File: src/rtl/alu_seq_pkg.sv
// Shared types and helpers for the byte-serial adder sequencer.
package alu_seq_pkg;

  localparam int unsigned SLICE_W = 8;
  localparam int unsigned SUM_W   = 9;
  localparam int unsigned SEL_W   = 64;
  localparam int unsigned IDX_W   = 3;

  typedef enum logic [1:0] {
    IDLE = 2'd0,
    RUN  = 2'd1,
    DONE = 2'd2
  } state_e;

  // Returns byte idx of vec; operands up to SEL_W bits are zero-extended by the caller.
  function automatic logic [SLICE_W-1:0] byte_sel(input logic [SEL_W-1:0] vec,
                                                  input logic [IDX_W-1:0] idx);
    return vec[32'(idx) * SLICE_W +: SLICE_W];
  endfunction

endpackage

File: src/rtl/alu_seq_flags.sv
// Zero and signed-overflow flags for the assembled result.
module alu_seq_flags #(
  parameter int unsigned WIDTH = 32
) (
  input  logic [WIDTH-1:0] result_i,
  input  logic             a_msb_i,
  input  logic             b_msb_i,
  output logic             zero_c_o,
  output logic             ovf_c_o
);

  always_comb begin
    zero_c_o = ~|result_i;
    ovf_c_o  = (a_msb_i == b_msb_i) && (result_i[WIDTH-1] != a_msb_i);
  end

endmodule

File: src/rtl/alu_byte_serial_adder.sv
// Sequences a WIDTH-bit add/sub through an external 8-bit adder slice, one byte per cycle.
// Optional macro ALU_BYTE_SERIAL_ADC_EN adds cin_use for add-with-carry chains.
module alu_byte_serial_adder
  import alu_seq_pkg::*;
#(
  parameter int unsigned WIDTH = 32,
  parameter int unsigned SLICE = 8
) (
  input  logic             clk,
  input  logic             rst_n,
  input  logic             start,
  input  logic             sub,
`ifdef ALU_BYTE_SERIAL_ADC_EN
  input  logic             cin_use,
`endif
  input  logic [WIDTH-1:0] op_a,
  input  logic [WIDTH-1:0] op_b,
  output logic             busy,
  output logic             done,
  output logic [WIDTH-1:0] result,
  output logic             carry_out,
  output logic             overflow,
  output logic             zero,
  output logic [SUM_W-1:0] add_a,
  output logic [SUM_W-1:0] add_b,
  output logic             add_ci,
  input  logic [SUM_W-1:0] add_sum
);

  localparam int unsigned NSTEP  = WIDTH / SLICE;
  localparam int unsigned STEP_W = (NSTEP > 1) ? $clog2(NSTEP) : 1;
  localparam logic [STEP_W-1:0] LAST_STEP = STEP_W'(NSTEP - 1);

  state_e state_q, state_d;

  logic [WIDTH-1:0]  a_q, a_d;
  logic [WIDTH-1:0]  b_q, b_d;
  logic [WIDTH-1:0]  result_q, result_d;
  logic [WIDTH-1:0]  result_step;
  logic [STEP_W-1:0] step_q, step_d;
  logic              carry_q, carry_d;
  logic              cout_q, cout_d;
  logic              ovf_q, ovf_d;
  logic              zero_q, zero_d;
  logic              init_carry;
  logic              accept;
  logic              last_step;
  logic              zero_c, ovf_c;

  assign accept    = (state_q == IDLE) && start;
  assign last_step = (step_q == LAST_STEP);

  // Seed carry: subtract supplies the +1 of two's complement, ADC reuses the last carry.
  always_comb begin
`ifdef ALU_BYTE_SERIAL_ADC_EN
    init_carry = cin_use ? cout_q : sub;
`else
    init_carry = sub;
`endif
  end

  always_ff @(posedge clk or negedge rst_n) begin
    if (!rst_n) state_q <= IDLE;
    else        state_q <= state_d;
  end

  always_comb begin
    state_d = state_q;
    case (state_q)
      IDLE:    if (start) state_d = RUN;
      RUN:     if (last_step) state_d = DONE;
      DONE:    state_d = IDLE;
      default: state_d = IDLE;
    endcase
  end

  always_comb begin
    busy   = 1'b0;
    done   = 1'b0;
    add_a  = '0;
    add_b  = '0;
    add_ci = 1'b0;
    case (state_q)
      RUN: begin
        busy   = 1'b1;
        add_a  = {1'b0, byte_sel(SEL_W'(a_q), IDX_W'(step_q))};
        add_b  = {1'b0, byte_sel(SEL_W'(b_q), IDX_W'(step_q))};
        add_ci = carry_q;
      end
      DONE: begin
        busy = 1'b1;
        done = 1'b1;
      end
      default: ;
    endcase
  end

  // Result with the current step's byte merged in; flags see the final value on the DONE entry edge.
  always_comb begin
    result_step = result_q;
    result_step[32'(step_q) * SLICE_W +: SLICE_W] = add_sum[SLICE_W-1:0];
  end

  alu_seq_flags #(.WIDTH(WIDTH)) u_flags (
    .result_i (result_step),
    .a_msb_i  (a_q[WIDTH-1]),
    .b_msb_i  (b_q[WIDTH-1]),
    .zero_c_o (zero_c),
    .ovf_c_o  (ovf_c)
  );

  always_comb begin
    a_d      = a_q;
    b_d      = b_q;
    result_d = result_q;
    step_d   = step_q;
    carry_d  = carry_q;
    cout_d   = cout_q;
    ovf_d    = ovf_q;
    zero_d   = zero_q;
    if (accept) begin
      a_d     = op_a;
      b_d     = sub ? ~op_b : op_b;
      carry_d = init_carry;
      step_d  = '0;
    end else if (state_q == RUN) begin
      result_d = result_step;
      carry_d  = add_sum[SLICE_W];
      step_d   = step_q + 1'b1;
      if (last_step) begin
        cout_d = add_sum[SLICE_W];
        ovf_d  = ovf_c;
        zero_d = zero_c;
      end
    end
  end

  always_ff @(posedge clk or negedge rst_n) begin
    if (!rst_n) begin
      a_q      <= '0;
      b_q      <= '0;
      result_q <= '0;
      step_q   <= '0;
      carry_q  <= 1'b0;
      cout_q   <= 1'b0;
      ovf_q    <= 1'b0;
      zero_q   <= 1'b0;
    end else begin
      a_q      <= a_d;
      b_q      <= b_d;
      result_q <= result_d;
      step_q   <= step_d;
      carry_q  <= carry_d;
      cout_q   <= cout_d;
      ovf_q    <= ovf_d;
      zero_q   <= zero_d;
    end
  end

  assign result    = result_q;
  assign carry_out = cout_q;
  assign overflow  = ovf_q;
  assign zero      = zero_q;

endmodule

File: config.mk
export PLATFORM = sky130hd
export DESIGN_NAME = alu_byte_serial_adder
export DESIGN_NICKNAME = d
export VERILOG_FILES = /design/src/rtl/alu_seq_pkg.sv /design/src/rtl/alu_seq_flags.sv /design/src/rtl/alu_byte_serial_adder.sv
export SDC_FILE = /design/constraint.sdc
export NUM_CORES = 1
export LEC_CHECK = 0
export CAP_MARGIN = 20
export CORE_ASPECT_RATIO = 0.9
export CORE_UTILIZATION = 43
export DETAILED_ROUTE_END_ITERATION = 12
export PLACE_DENSITY = 0.72
export SLEW_MARGIN = 20
export SYNTH_ARGS = -nofsm -noshare
export SYNTH_HDL_FRONTEND = slang
export SYNTH_SLANG_ARGS = --single-unit
export TNS_END_PERCENT = 100
File: constraint.sdc
create_clock -name clk -period 3.6 [get_ports clk]
set_input_delay 0.36 -clock clk [delete_from_list [all_inputs] [get_ports clk]]
set_output_delay 0.36 -clock clk [all_outputs]
set_load 0.05 [all_outputs]
# Word-level counts from Yosys, hierarchy flattened
# Index checks and enable logic that the tools add are counted.
[word_totals] output_inout_bits=56 inputBits=77 wordCells=48 register_bits=104
[op_classes] addsub=2 bitwise=2 shift=4 muxes=14 reduce_logical=10 n_eq_ne=7
[op_table] op="$shiftx 64x6->8" count=2
[op_table] op="$neg 5->34" count=1
[op_table] op="$shift 8x34->32 const A" count=1
[op_table] op="$shiftx 8x34->32" count=1
[op_table] op="$bwmux 32" count=1
[op_table] op="$mux 32" count=1
[op_table] op="$not 32->32" count=1
[op_table] op="$reduce_or 32->1" count=1
[op_table] op="$mux 8" count=2
[op_table] op="$mux 2" count=4
[op_table] op="$mux 1" count=5
[op_table] op="$eq 2x2->1 const B" count=2
[op_table] op="$ne 2x2->1 const B" count=2
[op_table] op="$pmux 2 s2" count=1
[op_table] op="$reduce_and 2->1" count=2
[op_table] op="$reduce_and 3->1" count=1
[op_table] op="$add 2x1->2 const B" count=1
[op_table] op="$eq 2x1->1 const B" count=1
[op_table] op="$logic_and 1x1->1" count=2
[op_table] op="$logic_not 2->1" count=1
[op_table] op="$reduce_bool 2->1" count=1
[op_table] op="$reduce_or 2->1" count=1
[op_table] op="$eq 1x1->1" count=1
[op_table] op="$logic_not 1->1" count=1
[op_table] op="2 further kinds" count=2

# Depth between registers and ports, before layout
# Gate-level depths: netlist of the first run.
[logic_depth] word_depth=5 mapped_depth=10 ltp_nobuf=7

# Cells and area by module
# Synthesis of the first run repeated with hierarchy kept, for this count alone.
[unflattened] hier_cells=482 hier_area_um2=5267.6
[by_module_without_submodules] mod="alu_byte_serial_adder" n_inst=1 seq_area_each_um2=2602.5 area_per_inst_um2=5172.5 cells_each=467
[by_module_without_submodules] mod="alu_seq_flags" n_inst=1 seq_area_each_um2=0.0 area_per_inst_um2=95.1 cells_each=15

# Worst setup path before layout of the first run
# OpenSTA, ideal clock, no wires.
[synth_path] path_kind="reg2reg" start="register step_q[1]" end="register zero_q (netlist: zero)" arrival_ns=2.435 setup_time_ns=0.121 period_less_slack_ns=2.556 path_buffers=2 stages_incl_launch_ff=10 setup_slack_ns=1.044 required_time_ns=3.479 cell_sequence="dfrtp_1 > clkbuf_1 > clkbuf_1 > inv_1 > ha_1 > or3b_1 > a22oi_1 > a21oi_1 > and4bb_1 > a22o_1"
[synth_via] elab_chain_cells=5 elab_cells_between_ends=8 classes_between="add/sub (1); eq/ne (1); shift (2); mux (1); reduce/logical (3)"
[synth_rtl] element="start: declaration" line="alu_byte_serial_adder.sv:40" rtl="logic [STEP_W-1:0] step_q, step_d;"
[synth_rtl] element="start signal: assignment" line="alu_byte_serial_adder.sv:152" rtl="step_q <= step_d;"
[synth_rtl] element="$neg 5->34" line="alu_byte_serial_adder.sv:101" rtl="result_step[32'(step_q) * SLICE_W +: SLICE_W] = add_sum[SLICE_W-1:0];"
[synth_rtl] element="$shiftx 8x34->32 or $shift 8x34->32 (tied branches)" line="alu_byte_serial_adder.sv:101"
[synth_rtl] element="$bwmux 32" line="alu_byte_serial_adder.sv:101"
[synth_rtl] element="$reduce_or 32->1" line="alu_seq_flags.sv:13" rtl="zero_c_o = ~|result_i;"
[synth_rtl] element="$logic_not 1->1" line="alu_seq_flags.sv:13"
[synth_rtl] element="end signal: assignment" line="alu_byte_serial_adder.sv:156" rtl="zero_q <= zero_d;"
[synth_rtl] element="end: declaration" line="alu_byte_serial_adder.sv:44" rtl="logic zero_q, zero_d;"
# Several ways; a longest one is shown, not always the timed one.
# A chain may end at the register's enable or synchronous reset.

# Worst setup path in the final report of the first run
[layout_path] start="register step_q[0]" end="output port add_b[1]"
[layout_via] elab_chain_cells=2
[layout_rtl] element="$shiftx 64x6->8" line="alu_seq_pkg.sv:18" rtl="return vec[32'(idx) * SLICE_W +: SLICE_W];"
[layout_rtl] element="$mux 8" line="alu_byte_serial_adder.sv:83" rtl="case (state_q)"
[layout_rtl] element="end: declaration" line="alu_byte_serial_adder.sv:25" rtl="output logic [SUM_W-1:0] add_b,"
# Every way passes these cells.

==> results of run 1 <==
==> final cells by class <==
class,count,area share
flip-flops and latches,104,0.387
multi-input cells,286,0.338
repair buffers,135,0.198
clock buffers,11,0.0361
well taps,152,0.0283
clock inverters,5,0.00930
inverters,5,0.00279
==> metal layers <==
metal | up-vias | global-route usage | share of wire
met5 | - | 0 | 0
met4 | 0 | 0.0421 | 0.0094
met3 | 14 | 0.0571 | 0.067
met2 | 107 | 0.324 | 0.46
met1 | 1771 | 0.290 | 0.47
li1 | 1735 | - | -
==> cells in the mapped netlist (3+ instances only) <==
master	n	area, sq um
dfrtp_1	104	2600
ha_1	10	125
buf_1	3	11.3
and2_1	20	125
mux4_2	16	360
buf_2	3	15.0
mux2_2	32	360
nand2_1	54	203
o21ai_0	37	185
xnor2_1	33	289
inv_1	5	18.8
a22o_1	22	193
o21ai_1	8	40.0
nor4_1	6	37.5
clkbuf_1	20	75.1
nor2_1	6	22.5
a21oi_1	8	40.0
==> flip-flops by register name (all words and copies together) (netlist names) <==
name and count:
a_q 32, zero 1, carry_out 1, state_q 2, step_q 2, b_q 32
result 32, overflow 1, carry_q 1
==> power by group through the flow <==
stage                     Sequential, uW  Clock, uW  Combinational [uW]
after floorplan                     2310          0                1930
after global placement              2030          0                3130
after detailed placement            2060          0                3190
after CTS                           2040       1020                3200
after global routing                2110       1060                3420
final                               2040       1000                3180
==> logic make-up after synthesis <==
kind of cell / count (synthesis) / synth area share
buffers and inverters: 33 / 0.0270
AND/OR/NAND/NOR: 103 / 0.104
flip-flops: 104 / 0.520
other: 1 / 0.000750
adder cells (fa/ha/maj): 10 / 0.0250
AO/OA/AOI/OAI: 87 / 0.115
multiplexers: 51 / 0.150
XOR/XNOR: 33 / 0.0578
==> path summary, 6_finish.rpt <==
path / startpoint / to / slack [ns] / cells past startpoint
max in group asynchronous: rst_n / result[7] / 2.74 / 2
hold reg to reg: b_q[12] / b_q[12] / 0.48 / 2
setup / recovery: step_q[0] / add_b[1] / 0.60 / 4
min in group clk: b_q[12] / b_q[12] / 0.48 / 2
hold / removal: rst_n / carry_out / 0.06 / 1
setup reg to reg: step_q[1] / zero / 0.84 / 7
==> metrics by stage <==
step / utilization / setup WS, ns / cell area [sq um] / hold WS, ns / total power, uW
6_report: 0.607 / 0.600 / 6730 / 0.0555 / 6220
5_1_grt: 0.607 / 0.459 / 6730 / 0.137 / 6600
4_1_cts: 0.607 / 0.540 / 6720 / 0.255 / 6260
3_5_place_dp: 0.579 / 0.891 / 6420 / 0.472 / 5250
3_3_place_gp: 0.579 / 0.941 / 6420 / 0.459 / 5160
2_1_floorplan: - / 1.04 / 5010 / 0.0644 / 4240
==> impl_metrics.tcl, run 1 <==
set metrics [dict create \
    multi_input_area_sq_um 2280 \
    finalSetupViolCount 0 \
    synth_cell_type_count 43 \
    final_cell_mix "128 x clkdlybuf4s50_1, 104 x dfrtp_1, 53 x nand2_1" \
    drtIter0Drc 165 \
    ctsHoldBuffers 0 \
    nNetsFinal 628 \
    ys_warn_count 0 \
    wirelength_um 11900 \
    regArea_sq_um 2600 \
    power_density_nw_per_um2 924 \
    grt_pass1_wl_um 19400 \
    ios 133 \
    synthArstFlopShare 1.00 \
    antenna_left 0 \
    crit_type "reg -> out" \
    p_seq_frac 0.328 \
    finalWeightedCongestion 0.825 \
    ys.flop_type "dfrtp_1" \
    initial_core_util 0.451 \
    avgRoutedWirePerCell_um 17.1 \
    synthesis.area_sq_um 5000 \
    slew_viol_final 0 \
    syn_to_final_growth_pct 34.5 \
    fin_crit_sh 0.833 \
    vias_per_cell 5.20 \
    synthCells 422 \
    fin_skew_ns 0.00614 \
    grt_usage 0.208 \
    ys_ff_latch 104 \
    critPathTopFamily "buffers and inverters" \
    final_cell_count_no_fill 698 \
    drc_errors 0 \
    placed_cells 682 \
    final_common_cell "clkdlybuf4s50_1" \
    p_int_uw 3600 \
    relSlewSlack 0.363 \
    core-area_sq_um 11100 \
    htree_levels 3 \
    cap_violations 0 \
    rows 36 \
    design.die.area_sq_um 12100 \
    clkTransAtPathRegs_ns 0.07 \
    drive_gt1_frac 0.143 \
    max_freq_mhz 333 \
    cts_setup_buffers 0 \
    antenna_found_initial 0 \
    power_frac_comb 0.511 \
    die_h_um 104 \
    hold_class "in -> async" \
    nFillCells 922 \
    p_switching_uw 2620 \
    ir_worst_vdd_mv 0.461 \
    clkPwrFrac 0.161 \
    drt-pass1-iter-count 4 \
    max_stage_delay_ns 0.69 \
    vias 3627 \
    clock_latency_ns 0.34 \
    netSwitchingFraction 0.421 \
    hpwl_um 8530 \
    cts_made_buffers 9 \
    leakagePower_uw 0.00279 \
    status "finished, final reports clean" \
    tritoncts "done" \
    numPortBuffers 130 \
    tns_ns 0 \
    grt_pass1_vias 3720 \
    crit_buf_inv 2 \
    cts_resized 0 \
    antennaDiodeCount 0 \
    die_x_um 116 \
    worst_pin_slew_ns 0.955 \
    cp_max_fo 8 \
    grt_max_degree 84 \
    root_buffer "clkbuf_16" \
    setup.worst_path.start_class "flip-flop" \
    hold_viol 0 \
    worstPathRequired_ns 3.24 \
    grt-ovfl-total 0 \
    cp_slowest_cell "clkdlybuf4s50_1" \
    min_period_ns 3.00 \
    cp_cell_sequence "buf_4 > mux4_2 > and2_1 > clkdlybuf4s50_1" \
    cts.sinks 104 \
    end_kind "output port" \
    clockBufferDepth 2 \
    crit_arrival_ns 2.64 \
    rsz0062_at_grt "false" \
    syn_avg_cell_area_sq_um 11.9 \
    synth_edf_count 0 \
    ys_seq_area_frac 0.520 \
]
Power figures use the tool's default switching activity.
==> run 2: changes to the inputs <==
--- a/config.mk
+++ b/config.mk
@@ -9,7 +9,7 @@
 export CORE_ASPECT_RATIO = 0.9
 export CORE_UTILIZATION = 43
 export DETAILED_ROUTE_END_ITERATION = 12
-export PLACE_DENSITY = 0.72
+export PLACE_DENSITY = 0.75
 export SLEW_MARGIN = 20
 export SYNTH_ARGS = -nofsm -noshare
 export SYNTH_HDL_FRONTEND = slang
==> constraint.sdc (replaced) <==
create_clock -name clk -period 2.5 [get_ports clk]
set_input_delay 0.25 -clock clk [delete_from_list [all_inputs] [get_ports clk]]
set_output_delay 0.25 -clock clk [all_outputs]
set_load 0.05 [all_outputs]
==> impl_metrics.tcl, run 2 (synthesis results as in run 1) <==
set metrics [dict create \
    rows 36 \
    wirelength_um 11500 \
    drtIter0Drc 158 \
    relSlewSlack 0.404 \
    drc_errors 0 \
    status "finished, final reports clean" \
    stdcell_area_sq_um 6780 \
    final_common_cell "clkdlybuf4s50_1" \
    setup.worst_path.start_class "flip-flop" \
    clockBufferDepth 2 \
    vias 3702 \
    grt_pass1_vias 3716 \
    grt_usage 0.202 \
    nNetsFinal 637 \
    min_period_ns 2.16 \
    core-area_sq_um 11100 \
    crit_type "reg -> out" \
    p_seq_frac 0.318 \
    antenna_found_initial 0 \
    hold_viol 0 \
    netSwitchingFraction 0.420 \
    fin_hold_ws_ns 0.382 \
    clkPwrFrac 0.156 \
    placed_area_sq_um 6470 \
    hpwl_um 8390 \
    cts_resized 0 \
    die_x_um 116 \
    antennaDiodeCount 0 \
    rsz0062_at_grt "false" \
    fin_crit_sh 0.865 \
    antenna_left 0 \
    p_total_uw 8910 \
    vias_per_cell 5.24 \
    cts.sinks 104 \
    slew_viol_final 0 \
    cp_max_fo 14 \
    tns_ns 0 \
    numPortBuffers 130 \
    cts_made_buffers 9 \
    drt-pass1-iter-count 6 \
    cap_violations 0 \
    tritoncts "done" \
    nFillCells 934 \
    setup_slack_ns 0.338 \
    end_kind "output port" \
    clkTransAtPathRegs_ns 0.07 \
    cts_setup_buffers 0 \
    p_switching_uw 3740 \
    grt_pass1_wl_um 19000 \
    place_worst_setup_slack_ns 0.200 \
    grt-ovfl-total 0 \
    htree_levels 3 \
    crit_arrival_ns 1.91 \
    design.die.area_sq_um 12100 \
    grt_max_degree 99 \
    max_freq_mhz 463 \
    clock_latency_ns 0.34 \
    avgRoutedWirePerCell_um 16.2 \
    worst_pin_slew_ns 0.894 \
    power_density_nw_per_um2 1310 \
    ios 133 \
    finalWeightedCongestion 0.818 \
    finalSetupViolCount 0 \
    power_frac_comb 0.526 \
    initial_core_util 0.451 \
    worstPathRequired_ns 2.25 \
    final_cell_mix "111 x clkdlybuf4s50_1, 104 x dfrtp_1, 53 x nand2_1" \
    fin_skew_ns 0.00615 \
    drive_gt1_frac 0.186 \
    syn_to_final_growth_pct 35.5 \
    die_h_um 104 \
    root_buffer "clkbuf_16" \
    p_int_uw 5170 \
    hold_class "in -> async" \
    ir_worst_vdd_mv 0.866 \
    leakagePower_uw 0.00288 \
]
run 2: changes by cell type in the layout (fill, tap and decap cells not counted):
cell | before | now
buf_4 | 5 | 28
clkdlybuf4s50_1 | 128 | 111
buf_12 | 0 | 3
buf_6 | 1 | 0
clkbuf_8 | 1 | 0
clkinv_2 | 0 | 1
dlygate4sd3_1 | 0 | 1
run 2: area by class of cell:
| type | count | area (sq um) | area share |
|---|---|---|---|
| clock inverters | 6 | 67.6 | 0.00996 |
| inverters | 5 | 18.8 | 0.00277 |
| clock buffers | 10 | 229 | 0.0338 |
| repair buffers | 144 | 1400 | 0.206 |
| multi-input cells | 286 | 2280 | 0.336 |
| flip-flops and latches | 104 | 2600 | 0.384 |
| well taps | 152 | 190 | 0.0280 |
run 2: path summary, 6_finish.rpt:
check	startpoint	end	slack, ns	depth (start not counted)
setup reg to reg	step_q[0]	zero	0.55	7
setup / recovery	step_q[0]	add_b[6]	0.34	4
hold reg to reg	b_q[18]	b_q[18]	0.48	2
hold / removal	rst_n	state_q[1]	0.38	2
max in group asynchronous	rst_n	a_q[27]	1.43	3
min in group clk	b_q[18]	b_q[18]	0.48	2
run 2: power groups by stage:
stage               registers, uW  clock network, uW  logic (uW)
floorplan                    3320                  0        2790
global placement             2810                  0        4630
detailed placement           2860                  0        4710
CTS                          2840               1430        4740
global route                 2930               1510        5030
finish                       2830               1390        4690
run 2: worst max-delay path: stages (launching register included):
cell and delay (ns):
dfrtp_1 0.36, buf_4 0.30, mux4_2 0.54, and2_1 0.19, buf_4 0.19
run 2: timing repair:
action	in CTS	in global routing
hold buffers	1	0
hold endpoints to repair	28	0
setup endpoints to repair	0	0
run 2: through the flow:
stage           util  instances
6_report       0.612        707
5_1_grt        0.612        707
4_1_cts        0.612        707
3_5_place_dp   0.584        690
3_3_place_gp   0.584        690
2_1_floorplan      -        423
run 2: layer usage:
layer	track usage	wire length, um	vias to the layer above
li1	-	-	1743
met1	0.265	5030	1822
met2	0.335	5660	124
met3	0.0420	636	13
met4	0.0568	150	0
met5	0	0	-
